`src/rtl/mem_port_arbiter.sv`:
```
// Arbitrates one req/ack memory bus between the instruction-fetch and data ports,
// giving data priority, with an optional watchdog that aborts unanswered requests.
module mem_port_arbiter #(
    parameter int ADDR_WIDTH = 32,
    parameter int DATA_WIDTH = 32,
    parameter int TIMEOUT    = 64
) (
    input  logic                  clock__i,
    input  logic                  reset__i,
    input  logic                  iReq__i,
    input  logic [ADDR_WIDTH-1:0] iAddr__i,
    output logic [DATA_WIDTH-1:0] iData__o,
    output logic                  iReady__o,
    input  logic                  dRead__i,
    input  logic                  dWrite__i,
    input  logic [ADDR_WIDTH-1:0] dAddr__i,
    input  logic [DATA_WIDTH-1:0] dWData__i,
    output logic [DATA_WIDTH-1:0] dRData__o,
    output logic                  dReady__o,
    output logic                  stall__o,
    output logic                  memReq__o,
    output logic                  memWe__o,
    output logic [ADDR_WIDTH-1:0] memAddr__o,
    output logic [DATA_WIDTH-1:0] memWData__o,
    input  logic                  memAck__i,
    input  logic [DATA_WIDTH-1:0] memRData__i,
    output logic                  error__o
);

    localparam int CW = (TIMEOUT > 0) ? $clog2(TIMEOUT + 1) : 1;
    localparam logic [CW-1:0] TLIMIT = CW'(TIMEOUT);
    localparam bit WDOG_ON = (TIMEOUT > 0);

    typedef enum logic [1:0] {
        IDLE,
        IBUSY,
        DBUSY
    } state_e;

    state_e                state_q, state_d;
    logic                  memReq_q, memReq_d;
    logic                  memWe_q, memWe_d;
    logic [ADDR_WIDTH-1:0] memAddr_q, memAddr_d;
    logic [DATA_WIDTH-1:0] memWData_q, memWData_d;
    logic [DATA_WIDTH-1:0] iData_q, iData_d;
    logic [DATA_WIDTH-1:0] dRData_q, dRData_d;
    logic                  iReady_q, iReady_d;
    logic                  dReady_q, dReady_d;
    logic                  error_q, error_d;
    logic [CW-1:0]         cnt_q, cnt_d;

    logic                  dPend;
    logic                  iPend;
    logic [CW-1:0]         cntInc;
    logic                  timedOut;
    logic                  finish;

    always_ff @(posedge clock__i) begin
        if (reset__i) begin
            state_q    <= IDLE;
            memReq_q   <= 1'b0;
            memWe_q    <= 1'b0;
            memAddr_q  <= '0;
            memWData_q <= '0;
            iData_q    <= '0;
            dRData_q   <= '0;
            iReady_q   <= 1'b0;
            dReady_q   <= 1'b0;
            error_q    <= 1'b0;
            cnt_q      <= '0;
        end else begin
            state_q    <= state_d;
            memReq_q   <= memReq_d;
            memWe_q    <= memWe_d;
            memAddr_q  <= memAddr_d;
            memWData_q <= memWData_d;
            iData_q    <= iData_d;
            dRData_q   <= dRData_d;
            iReady_q   <= iReady_d;
            dReady_q   <= dReady_d;
            error_q    <= error_d;
            cnt_q      <= cnt_d;
        end
    end

    always_comb begin
        state_d    = state_q;
        memReq_d   = memReq_q;
        memWe_d    = memWe_q;
        memAddr_d  = memAddr_q;
        memWData_d = memWData_q;
        iData_d    = iData_q;
        dRData_d   = dRData_q;
        iReady_d   = 1'b0;
        dReady_d   = 1'b0;
        error_d    = error_q;
        cnt_d      = cnt_q;

        // A port whose ready is pulsing this cycle is not pending, so a held request is not re-granted.
        dPend    = (dRead__i | dWrite__i) & ~dReady_q;
        iPend    = iReq__i & ~iReady_q;
        cntInc   = cnt_q + CW'(1);
        timedOut = WDOG_ON && (cntInc == TLIMIT);
        finish   = memAck__i | timedOut;

        case (state_q)
            IDLE: begin
                if (dPend) begin
                    state_d   = DBUSY;
                    memReq_d  = 1'b1;
                    memWe_d   = dWrite__i;
                    memAddr_d = dAddr__i;
                    cnt_d     = '0;
                    if (dWrite__i) begin
                        memWData_d = dWData__i;
                    end
                end else if (iPend) begin
                    state_d   = IBUSY;
                    memReq_d  = 1'b1;
                    memWe_d   = 1'b0;
                    memAddr_d = iAddr__i;
                    cnt_d     = '0;
                end
            end
            IBUSY, DBUSY: begin
                if (finish) begin
                    state_d  = IDLE;
                    memReq_d = 1'b0;
                    cnt_d    = '0;
                    // An ack arriving together with the timeout completes normally.
                    if (!memAck__i) begin
                        error_d = 1'b1;
                    end
                    if (state_q == IBUSY) begin
                        iReady_d = 1'b1;
                        iData_d  = memAck__i ? memRData__i : '1;
                    end else begin
                        dReady_d = 1'b1;
                        if (!memAck__i) begin
                            dRData_d = '1;
                        end else if (!memWe_q) begin
                            dRData_d = memRData__i;
                        end
                    end
                end else begin
                    cnt_d = cntInc;
                end
            end
            default: begin
                state_d = IDLE;
            end
        endcase
    end

    assign stall__o    = (iReq__i & ~iReady_q) | ((dRead__i | dWrite__i) & ~dReady_q);
    assign memReq__o   = memReq_q;
    assign memWe__o    = memWe_q;
    assign memAddr__o  = memAddr_q;
    assign memWData__o = memWData_q;
    assign iData__o    = iData_q;
    assign dRData__o   = dRData_q;
    assign iReady__o   = iReady_q;
    assign dReady__o   = dReady_q;
    assign error__o    = error_q;

endmodule

```
`config.mk`:
```
export PLATFORM = sky130hd
export DESIGN_NAME = mem_port_arbiter
export DESIGN_NICKNAME = d
export VERILOG_FILES = /design/src/rtl/mem_port_arbiter.sv
export SDC_FILE = /design/constraint.sdc
export NUM_CORES = 1
export LEC_CHECK = 0
export BUFFER_PORTS_ARGS = -buffer_cell sky130_fd_sc_hd__buf_2
export CAP_MARGIN = 10
export CORE_AREA = 2 2 152 94
export DETAILED_ROUTE_END_ITERATION = 16
export DIE_AREA = 0 0 154 96
export PLACE_DENSITY = 0.79
export SYNTH_ARGS = -nofsm -noshare
export SYNTH_HDL_FRONTEND = slang
export SYNTH_SLANG_ARGS = --single-unit
```
`constraint.sdc`:
```
create_clock -name clock__i -period 3.88 [get_ports clock__i]
set_clock_uncertainty 0.05 [all_clocks]
set_input_delay 0.194 -clock clock__i [delete_from_list [all_inputs] [get_ports clock__i]]
set_output_delay 0.194 -clock clock__i [all_outputs]
set_load 0.02 [all_outputs]
```
Word-level counts from Yosys, hierarchy flattened
Index checks and enable logic that the tools add are counted.

storage, ports and cells
  bits in registers = 142
  word-level logic and storage cells = 63

cells by class
  $add $sub $neg = 1
  equal/unequal tests = 6
  muxes and demuxes = 21
  bitwise operators = 11
  reduce and logical (&&, ||, !) cells = 13

operators with widths
  operator                                                          number
  32-bit two-way mux                                                5
  7-bit two-way mux                                                 3
  7-bit one-hot mux with 2 select lines                             1
  3-bit AND reduction                                               4
  7-bit by 1-bit adder with 7-bit output (second input constant)    1
  7-bit == test (second input constant)                             1
  1-bit two-way mux                                                 7
  2-bit two-way mux                                                 3
  1-bit NOT                                                         6
  2-bit AND reduction                                               3
  2-bit != test (second input constant)                             2
  2-bit one-hot mux with 2 select lines                             1
  4-bit AND reduction                                               1
  2-bit nonzero test                                                2
  3-bit != test (second input constant)                             1
  1-bit OR                                                          3
  3-bit OR reduction                                                1
  1-bit AND                                                         2
  2-bit by 1-bit == test with 1-bit output (second input constant)  1
  2-bit == test (second input constant)                             1
  2-bit logical NOT                                                 1
  1-bit one-hot mux with 2 select lines                             1
  2-bit OR reduction                                                1

Logic depth before layout (Yosys ltp)
Gate-level depths: netlist of run 1.

  word-level depth = 5
  depth in mapped cells = 8
  depth with buffers taken out = 7

Worst setup path after synthesis of run 1
OpenSTA, ideal clock, no wires.

  path kind = reg-to-reg
  from = register state_q[0]
  to = register cnt_q[6]
  library setup time = 0.070 ns
  arrival = 1.745 ns
  data required time = 3.760 ns
  path slack = 2.015 ns
  cell stages (with the launch flop) = 8
  buffers on the path = 0
  path through = dfxtp_1 inv_1 ha_1 nor2_1 a31o_1 or4_1 a211o_1 a21oi_1

between the ends
  longest elaborated chain between the ends = 4

RTL lines
  element                                                                           RTL line  source
  from (decl)                                                                       40        state_e state_q, state_d;
  from (signal assigned)                                                            72        state_q <= state_d;
  2-bit by 1-bit == test with 1-bit output / 2-bit == test (equally long branches)  106       case (state_q)
  2-bit OR reduction                                                                106
  2-bit nonzero test (no line)                                                      n/a
  2-bit AND reduction (no line)                                                     n/a
  to (signal assigned)                                                              82        cnt_q <= cnt_d;
  to (decl)                                                                         50        logic [CW-1:0] cnt_q, cnt_d;

Several ways; a longest one is shown, not always the timed one.
A chain may end at the register's enable or synchronous reset.

Worst setup path after layout of run 1
  from = register state_q[0]
  to = register dRData_q[11], in the netlist dRData__o[11]

between the ends
  longest elaborated chain between the ends = 3

RTL lines
  element                                                                           RTL line  source
  2-bit by 1-bit == test with 1-bit output / 2-bit == test (equally long branches)  106, 134
  2-bit OR reduction / 1-bit NOT (equally long branches)                            n/a
  4-bit AND reduction (no line) (*)                                                 n/a
  to (signal assigned)                                                              78        dRData_q <= dRData_d;
  to (decl)                                                                         46        logic [DATA_WIDTH-1:0] dRData_q, dRData_d;

Every way passes the cells marked *; elsewhere a longest branch is shown, timed or not.

==> results.md, run 1 <==
* Main synth FF type: dfxtp_1
* Wire per inst at 15.1 microns
* Most frequent cells in the layout: buf_2, dfxtp_1, nor2_1
* Fill cell count at 1130
* Total GRT Usage at 22.2%
* Largest net degree at the start of global routing at 95
* Sequential-to-total area share from yosys stat at 48.0%
* CP startpoint: state_q[0]
* Peak VDD IR at 0.258 mV
* Commonest non-fill, non-tap cell in the layout: buf_2
* Clk buf depth at 2
* Ratio of final minimum period to clock period at 64.0%
* CTS Sinks at 142
* Max FO, Critical Path at 32
* Area Growth Syn to Fin at 39.8%
* Detailed Route Iter0 Violations at 285
* First-pass GRT wire length at 25.8 mm
* Status: finished, final reports clean
* Most used routing layer: met2
* Die height at 96 microns
* Post-Syn Instances at 653
* Routed WL at 16.9 mm
* Final Setup Violations at 0
* Worst r2r src: state_q[0]
* Fmax at 403 MHz
* Top cell type's share of synthesized area at 48.0%
* Routing usage on met3 at 6.03%
* H-tree depth at 4
* Clock slew at reported path FFs at 0.06 ns
* Layout cells sized above 1 at 39.8%
* Number of port buffers at 267
* Die W at 154 microns
* Hold path start: memRData__i[0]
* Slew @ Worst Pin at 1.15 ns
* TritonCTS clock tree: yes
* Hold Crit Class: in -> reg
* Worst Setup Path Type: reg -> reg
* Count of final hold-check violations at 0
* Max Slew Vio Count at 0
* Starting Density at 44.2%
* Placed instance area at 0.00733 sq mm
* Max-Slew Margin vs Limit at 23.5%
* Total CTS buffers at 17
* Cell Area, Synth at 0.00593 sq mm
* Row cnt at 33
* Dpl hpwl at 11.5 mm
* Core area at 0.0134 sq mm
* Asr flop ratio synth at 0%
* Gpl congestion at 0.792
* Synth top area cells: dfxtp_1, a211oi_2, nor2_1
* Ports at 268
* Synth Register Bits at 142
* Pwr/cell area at 576 mW/mm^2
* Unrepaired setup endpoints after global routing: no
* Critical Path Sink Type: flip-flop
* Clk_lat worst skew at 0.40 ns
* Met1 Use GR at 26.8%
* Post-synth EDFFs at 0
* Pwr Total at 4.77 mW
* GRT Residual Overflow at 0
* Synth Warn # at 0
* Syn avg cell area at 9.07 sq um
* Die area at 0.0148 sq mm
* Grt met2 use at 38.7%
* Setup TNS at 0 ns
* Final Instance Area at 0.00829 sq mm
* Layout Nets at 1067
* Vias per cell at 4.91
* Clock Root Buffer: clkbuf_16
* Vias in the first global route at 5086
* Synth cell types at 41
* First-pass DRT Iterations at 5
* DRT antenna net count at 0
* Worst EP arrival at 2.68 ns
* Fin crit period at 2.48 ns
* Critical Path RT at 4.08 ns
* Post-synth top area cell: dfxtp_1
* DR DRC count at 0
* P_leak at 3.72 nW
* Initial antenna violation count at 2
* Hold slack at 0.0404 ns
* Vias at 5492
* Max-cap violations at 0
* Startpoint types: flip-flop
* Syn nets at 790
* Setup Fix Bufs, Post-CTS at 0
where the power goes:
group | internal [mW] | switching (mW) | leakage [nW] | total, mW
registers | 1.67 | 0.107 | 1.16 | 1.77
clock network | 1.10 | 0.631 | 0.308 | 1.73
logic | 0.451 | 0.814 | 2.25 | 1.26
total | 3.22 | 1.55 | 3.72 | 4.77
final cells by class:
class	count	area, sq um	share of cell area (%)
Inverter	68	255	3.08
Antenna cell	1	2.50	0.0302
Multi-Input combinational cell	395	2620	31.6
Clock inverter	13	186	2.25
Clock buffer	19	443	5.35
Tap cell	175	219	2.64
Timing Repair Buffer	306	1720	20.7
Sequential cell	142	2840	34.3
cells in the mapped netlist (2+ instances only):
| cell type | number |
|---|---|
| a211oi_2 | 61 |
| a211oi_1 | 37 |
| o32ai_1 | 2 |
| buf_6 | 6 |
| o21bai_1 | 2 |
| a21oi_1 | 40 |
| o21ai_0 | 4 |
| buf_1 | 4 |
| nand2b_1 | 2 |
| ha_1 | 3 |
| mux2i_1 | 32 |
| nand2_1 | 75 |
| nor3_1 | 2 |
| dfxtp_1 | 142 |
| nor2_1 | 104 |
| inv_1 | 68 |
| nor2b_1 | 2 |
| buf_2 | 6 |
| clkbuf_1 | 32 |
| nand3_1 | 3 |
| o21ai_2 | 2 |
| or4_1 | 4 |
| a32o_1 | 2 |
routing by layer:
metal,part of all wire [%],vias to the layer above
li1,-,2761
met3,7.0,18
met1,44,2506
met4,1.6,2
met5,0.077,-
met2,47,205
worst paths after layout:
path | end | slack [ns] | depth (start not counted)
max | dRData__o[11] | 1.40 | 7
min | iData__o[0] | 0.04 | 3
max reg2reg | dRData__o[11] | 1.40 | 7
min reg2reg | iData__o[0] | 0.40 | 2
kinds of logic (layout without fill, tap and decap cells):
family	after synthesis	after routing	synth area share, %
AND/OR/NAND/NOR	204	204	14.3
AO/OA/AOI/OAI	155	155	23.3
flip-flops	142	142	48.0
buffers and inverters	116	406	8.23
multiplexers	32	32	5.41
adder cells (fa/ha/maj)	3	3	0.634
XOR/XNOR	1	1	0.148
other	0	1	0
worst max-delay path: stages, from the launching register on:
cell and delay, ns:
dfxtp_1 0.36, inv_1 0.06, ha_1 0.36, inv_1 0.10
nor2_1 0.22, nand2_1 0.68, nor2_1 0.41, a211oi_2 0.08
metrics by stage:
stage | std cells | worst slack [ns] | utilization, %
final | 1119 | 1.40 | 61.8
after global routing | 1119 | 1.19 | 61.8
after CTS | 1117 | 1.41 | 61.7
after detailed placement | 1054 | 1.45 | 54.7
after global placement | 1054 | 1.54 | 54.7
after floorplan | 653 | 2.01 | -
what timing repair did:
item / CTS / global route
endpoints found under the setup margin: 0 / 0
hold endpoints to repair: 31 / 1
hold buffers: 31 / 1
resized for setup: 0 / 0
sequential cells by signal (all words and copies together), names as in the netlist:
name and flops:
memWe__o 1, iReady__o 1, cnt_q 7, dReady__o 1, state_q 2, dRData__o 32
memAddr__o 32, memWData__o 32, iData__o 32, error__o 1, memReq__o 1
No activity file was read; power rests on OpenSTA's default activity.
==> run 2: changes to the inputs <==
- ABC_AREA: unset -> 1
- CORE_AREA: 2 2 152 94 -> 2 2 153 95
- DIE_AREA: 0 0 154 96 -> 0 0 155 97
- clock period: 3.88 -> 2.6 ns (I/O delays scaled with it)
==> run 2 against run 1 <==
Fmax rose by 3.5%. Sequential share of layout area fell by 2.9 points. Critical path depth rose by 1. Critical path type unchanged. Worst hold slack got worse by 0.019 ns. Setup slack got worse by 1.2 ns. Utilization rose by 5.3 points. Largest power group is now the clock network. Clock power rose by 54%.
==> results.md, run 2 <==
* Vias per cell at 4.87
* Top cell type's share of synthesized area at 47.0%
* Vias in the first global route at 6798
* Max-cap violations at 0
* Worst EP arrival at 2.70 ns
* Max FO, Critical Path at 63
* First-pass GRT wire length at 33.0 mm
* Cell Area, Synth at 0.00605 sq mm
* Core area at 0.0135 sq mm
* Wire per inst at 14.3 microns
* Critical Path Sink Type: flip-flop
* Die W at 155 microns
* Mux cell area share after synthesis at 0%
* Number of port buffers at 267
* Setup TNS at 0 ns
* Total CTS buffers at 17
* Layout cells sized above 1 at 26.1%
* Post-synth EDFFs at 0
* Clock Root Buffer: clkbuf_16
* Ratio of final minimum period to clock period at 92.4%
* Worst r2r src: state_q[0]
* Final Instance Area at 0.00905 sq mm
* Startpoint types: flip-flop
* Initial antenna violation count at 0
* GRT Residual Overflow at 0
* Dpl hpwl at 12.5 mm
* Hold path start: memRData__i[31]
* Max-Slew Margin vs Limit at 59.5%
* Post-Synth Adder-Cell Area at 0.621%
* Top-count cell post-synth: nand2_1
* Vias at 6778
* Worst path max stage delay at 0.56 ns
* Synth Warn # at 0
* Largest family of logic cells by synthesized area: simple AND/OR/NAND/NOR gates
* Buf+Inv Stages, Crit Path at 4
* Area Growth Syn to Fin at 49.7%
* P_leak at 4.53 nW
* Clock slew at reported path FFs at 0.06 ns
* Multi-input gate area at 0.00242 sq mm
* Die area at 0.0150 sq mm
* Detailed Route Iter0 Violations at 478
* Routed WL at 19.9 mm
* Synth Register Bits at 142
* Ports at 268
* Top Family by Delay on Critical Path: buffers and inverters
* Most frequent cells in the layout: buf_2, nand2_1, dfxtp_1
* Syn avg cell area at 6.97 sq um
* Die height at 97 microns
* Status: finished, final reports clean
* Synth top cells by count: nand2_1, dfxtp_1, inv_1
* Count of final hold-check violations at 0
* Unrepaired setup endpoints after global routing: no
* Hold Crit Class: in -> reg
* CP most frequent cell: inv_1
* Non-Filler Instances at 1392
* CP startpoint: state_q[0]
* Fmax at 416 MHz
* Compound-Gate Fraction of Synth Area at 15.3%
* Fill cell count at 1112
* TritonCTS clock tree: yes
* Row cnt at 33
* CTS Sinks at 142
* Antenna diodes at 0
* Post-Syn Instances at 868
* DR DRC count at 0
* Starting Density at 44.8%
* Gpl congestion at 0.808
* Clk buf depth at 2
* Max Slew Vio Count at 0
* Total GRT Usage at 26.9%
* Critical Path RT at 2.90 ns
* Commonest non-fill, non-tap cell in the layout: buf_2
* Slew @ Worst Pin at 0.608 ns
* Worst path cell trace: inv_1 -> ha_1 -> nand2_1 -> inv_1 -> buf_6 -> o21ai_0 -> a31oi_1 -> dlygate4sd3_1
* Hold slack at 0.0214 ns
* Peak VDD IR at 0.407 mV
* H-tree depth at 4
* Worst path slowest cell: dlygate4sd3_1
* Pwr/cell area at 803 mW/mm^2
* Clk_lat worst skew at 0.41 ns
* Post-synth top area cell: dfxtp_1
* DRT antenna net count at 0
* Placed instance area at 0.00744 sq mm
* Worst Setup Path Type: reg -> reg
* Post-Synth XOR/XNOR Area at 0.290%
* Layout Nets at 1341
* First-pass DRT Iterations at 5
* Final Setup Violations at 0
* FF/Latch Area at 0.00284 sq mm
* Placed instance count at 1264
* Pwr Total at 7.27 mW
* Sequential-to-total area share from yosys stat at 47.0%
* Fin crit period at 2.40 ns
* Asr flop ratio synth at 0%
* Synth top area cells: dfxtp_1, nand2_1, inv_1
* Post-synthesis simple-gate area fraction at 23.5%
* Largest net degree at the start of global routing at 66
* Main synth FF type: dfxtp_1
* Synth cell types at 29
* Syn nets at 1005
==> run 2: cell types whose count changed after synthesis, sizes merged, moves of 32 or more <==
| cell | before | now |
|---|---|---|
| nand2 | 75 | 217 |
| mux2i | 32 | 0 |
| a211oi | 98 | 1 |
| inv | 68 | 142 |
| a21oi | 41 | 74 |
| o21ai | 6 | 66 |
==> run 2: worst paths after layout <==
path                                        to  slack, ns  depth (start not counted)
worst max-delay path            memAddr__o[19]       0.20                          8
worst min-delay path              iData__o[31]       0.02                          5
worst max register to register  memAddr__o[19]       0.20                          8
worst min register to register     iData__o[2]       0.39                          2
==> run 2: final cells by class <==
cell class / count / share of cell area (%)
inverters: 143 / 5.94
multi-input cells: 525 / 26.7
clock inverters: 12 / 2.28
clock buffers: 20 / 4.82
repair buffers: 375 / 26.4
flip-flops and latches: 142 / 31.4
well taps: 175 / 2.42
==> run 2: metal layers <==
metal | track usage (%) | vias up | part of all wire, %
li1 | - | 3398 | -
met1 | 35.4 | 3049 | 46
met2 | 42.4 | 289 | 44
met3 | 7.12 | 42 | 7.6
met4 | 9.97 | 0 | 2.3
met5 | 0 | - | 0
==> run 2: repair_timing <==
action                                 4_1_cts  5_1_grt
hold buffers                                96        0
endpoints found under the hold margin       70        0
resized for setup                            0        1
buffers inserted                             0        0
setup endpoints to repair                    0       29
==> run 2: cell families after synthesis <==
logic type                 count (synthesis)
buffers and inverters                    201
adders and majority gates                  3
AOI/OAI and AO/OA                        175
DFF                                      142
and+or+nand+nor                          345
xor gates and xnor gates                   2
==> run 2: per-stage QoR <==
| stage | utilization [%] | worst slack [ns] |
|---|---|---|
| 2_1_floorplan | - | 0.791 |
| 5_1_grt | 67.0 | 0.0212 |
| 6_report | 67.0 | 0.199 |
| 3_5_place_dp | 55.1 | 0.554 |
| 3_3_place_gp | 55.1 | 0.575 |
| 4_1_cts | 67.0 | 0.172 |
==> run 2: worst register-to-register path, cell delays in order (launching register included) <==
cell	delay [ns]
dfxtp_1	0.32
inv_1	0.07
ha_1	0.27
nand2_1	0.15
inv_1	0.16
buf_6	0.36
o21ai_0	0.22
a31oi_1	0.19
dlygate4sd3_1	0.56
==> run 2: where the power goes <==
part	leakage, nW	internal (mW)	switching, mW
combinational	3.05	0.732	1.23
clock	0.310	1.72	0.954
sequential	1.17	2.48	0.164
==> run 3: changes to the inputs <==
- CORE_AREA: 2 2 153 95 -> 2 2 173 107
- DIE_AREA: 0 0 155 97 -> 0 0 175 109
- PLACE_DENSITY: 0.79 -> 0.65
==> run 3 against run 2 <==
Combinational power is essentially flat. Non-clock buffer count grew 15. Critical endpoint is now memAddr__o[21]. Final cell count grew 5.8%. Count of clock-buffer cells in the layout shrank 1.
==> results.md, run 3 (synthesis results as in run 2) <==
* Placed instance count at 1338
* Int Power at 4.90 mW
* Total CTS buffers at 17
* Largest net degree at the start of global routing at 66
* Area Growth Syn to Fin at 53.9%
* Layout cells sized above 1 at 26.8%
* Initial antenna violation count at 1
* Row cnt at 38
* P_leak at 4.61 nW
* Final Instance Area at 0.00930 sq mm
* Setup TNS at 0 ns
* Critical Path Sink Type: flip-flop
* Multi-input gate area at 0.00242 sq mm
* Vias at 6664
* CTS Sinks at 142
* Ratio of final minimum period to clock period at 90.7%
* Worst Setup Path Type: reg -> reg
* Status: finished, final reports clean
* Unrepaired setup endpoints after global routing: no
* Vias per cell at 4.52
* Critical Path RT at 2.90 ns
* Fmax at 424 MHz
* H-tree depth at 4
* Layout Nets at 1356
* Wire per inst at 13.4 microns
* Total GRT Usage at 20.7%
* Fin crit period at 2.36 ns
* Detailed Route Iter0 Violations at 442
* Clk buf depth at 2
* Placed instance area at 0.00763 sq mm
* Commonest non-fill, non-tap cell in the layout: buf_2
* Pwr/cell area at 786 mW/mm^2
* Worst EP arrival at 2.66 ns
* Number of port buffers at 267
* Net Switching at 2.41 mW
* DR DRC count at 0
* DRT antenna net count at 0
* Die height at 109 microns
* TritonCTS clock tree: yes
* Clock Root Buffer: clkbuf_16
* Dpl hpwl at 13.1 mm
* Final Setup Violations at 0
* Routed WL at 19.7 mm
* GRT Residual Overflow at 0
* Fill cell count at 1706
* Starting Density at 34.3%
* Slew @ Worst Pin at 0.587 ns
* Peak VDD IR at 0.380 mV
* Comb pwr share at 27.2%
* Core area at 0.0176 sq mm
* Max-Slew Margin vs Limit at 60.9%
* Most frequent cells in the layout: buf_2, nand2_1, dfxtp_1
* Hold Crit Class: in -> reg
* Clock slew at reported path FFs at 0.07 ns
* Non-Filler Instances at 1473
* Max-cap violations at 0
* FF/Latch Area at 0.00284 sq mm
* Ports at 268
* Die W at 175 microns
* Startpoint types: flip-flop
* Clock power frac at 36.8%
* Count of final hold-check violations at 0
* Vias in the first global route at 6426
* First-pass DRT Iterations at 5
* Max FO, Critical Path at 63
* Sw frac at 32.9%
* Clk_lat worst skew at 0.41 ns
* Sequential cell fraction of total power at 36.0%
* Max Slew Vio Count at 0
* Die area at 0.0191 sq mm
* Gpl congestion at 0.831
* First-pass GRT wire length at 31.8 mm
[run 3: cell types whose count changed in the layout (fill, tap and decap cells not counted), sizes merged]
cell         change
bufinv           -1
clkinvlp         +2
clkbuf           -1
buf              +9
clkinv           -1
diode            +1
dlygate4sd3      +6
inv              +1
[run 3: layout make-up]
cell class / count / area share, %
Multi-Input combinational cell: 525 / 26.0
Clock inverter: 13 / 2.18
Inverter: 143 / 5.78
Sequential cell: 142 / 30.6
Antenna cell: 1 / 0.0269
Clock buffer: 19 / 4.76
Timing Repair Buffer: 390 / 27.4
Tap cell: 240 / 3.23
[run 3: what timing repair did]
| item | 4_1_cts | 5_1_grt |
|---|---|---|
| setup buffers | 0 | 0 |
| gates resized for setup | 0 | 0 |
| hold buffers | 102 | 0 |
| hold endpoints to repair | 75 | 0 |
[run 3: metal layers]
layer | global-route usage, % | vias to the layer above | share of wire [%]
met3 | 6.59 | 29 | 6.7
met5 | 0 | - | 0
met4 | 6.61 | 0 | 1.7
met1 | 27.5 | 3035 | 47
met2 | 32.1 | 179 | 44
li1 | - | 3421 | -
[run 3: worst paths after layout]
check,from,to,slack (ns),depth (start not counted)
max reg2reg,dReady__o,memAddr__o[21],0.24,10
min,memRData__i[10],dRData__o[10],0.02,5
min reg2reg,memWData__o[15],memWData__o[15],0.39,2
max,dReady__o,memAddr__o[21],0.24,10
[run 3: critical path, cell delays in order, from the launching register on]
cell	delay (ns)
dfxtp_1	0.32
nor2_2	0.12
buf_4	0.22
inv_2	0.05
nand2_1	0.06
nand2_1	0.10
inv_1	0.17
buf_12	0.26
o21ai_0	0.14
a31oi_1	0.20
dlygate4sd3_1	0.58
[run 3: power by group through the flow]
stage	clock (mW)	combinational, mW	sequential (mW)
floorplan	0	0.803	3.00
CTS	2.74	1.97	2.63
global placement	0	1.74	2.67
detailed placement	0	1.75	2.67
finish	2.69	1.99	2.63
global route	2.83	2.20	2.67
[run 3: through the flow]
step | hold WS, ns | power (mW) | utilization, % | setup WS, ns
finish | 0.0151 | 7.31 | 52.7 | 0.241
global route | 0.0240 | 7.71 | 52.7 | 0.0562
CTS | 0.00175 | 7.34 | 52.7 | 0.306
detailed placement | 0.354 | 4.42 | 43.3 | 0.349
global placement | 0.350 | 4.40 | 43.3 | 0.460
floorplan | 0.241 | 3.81 | - | 0.791
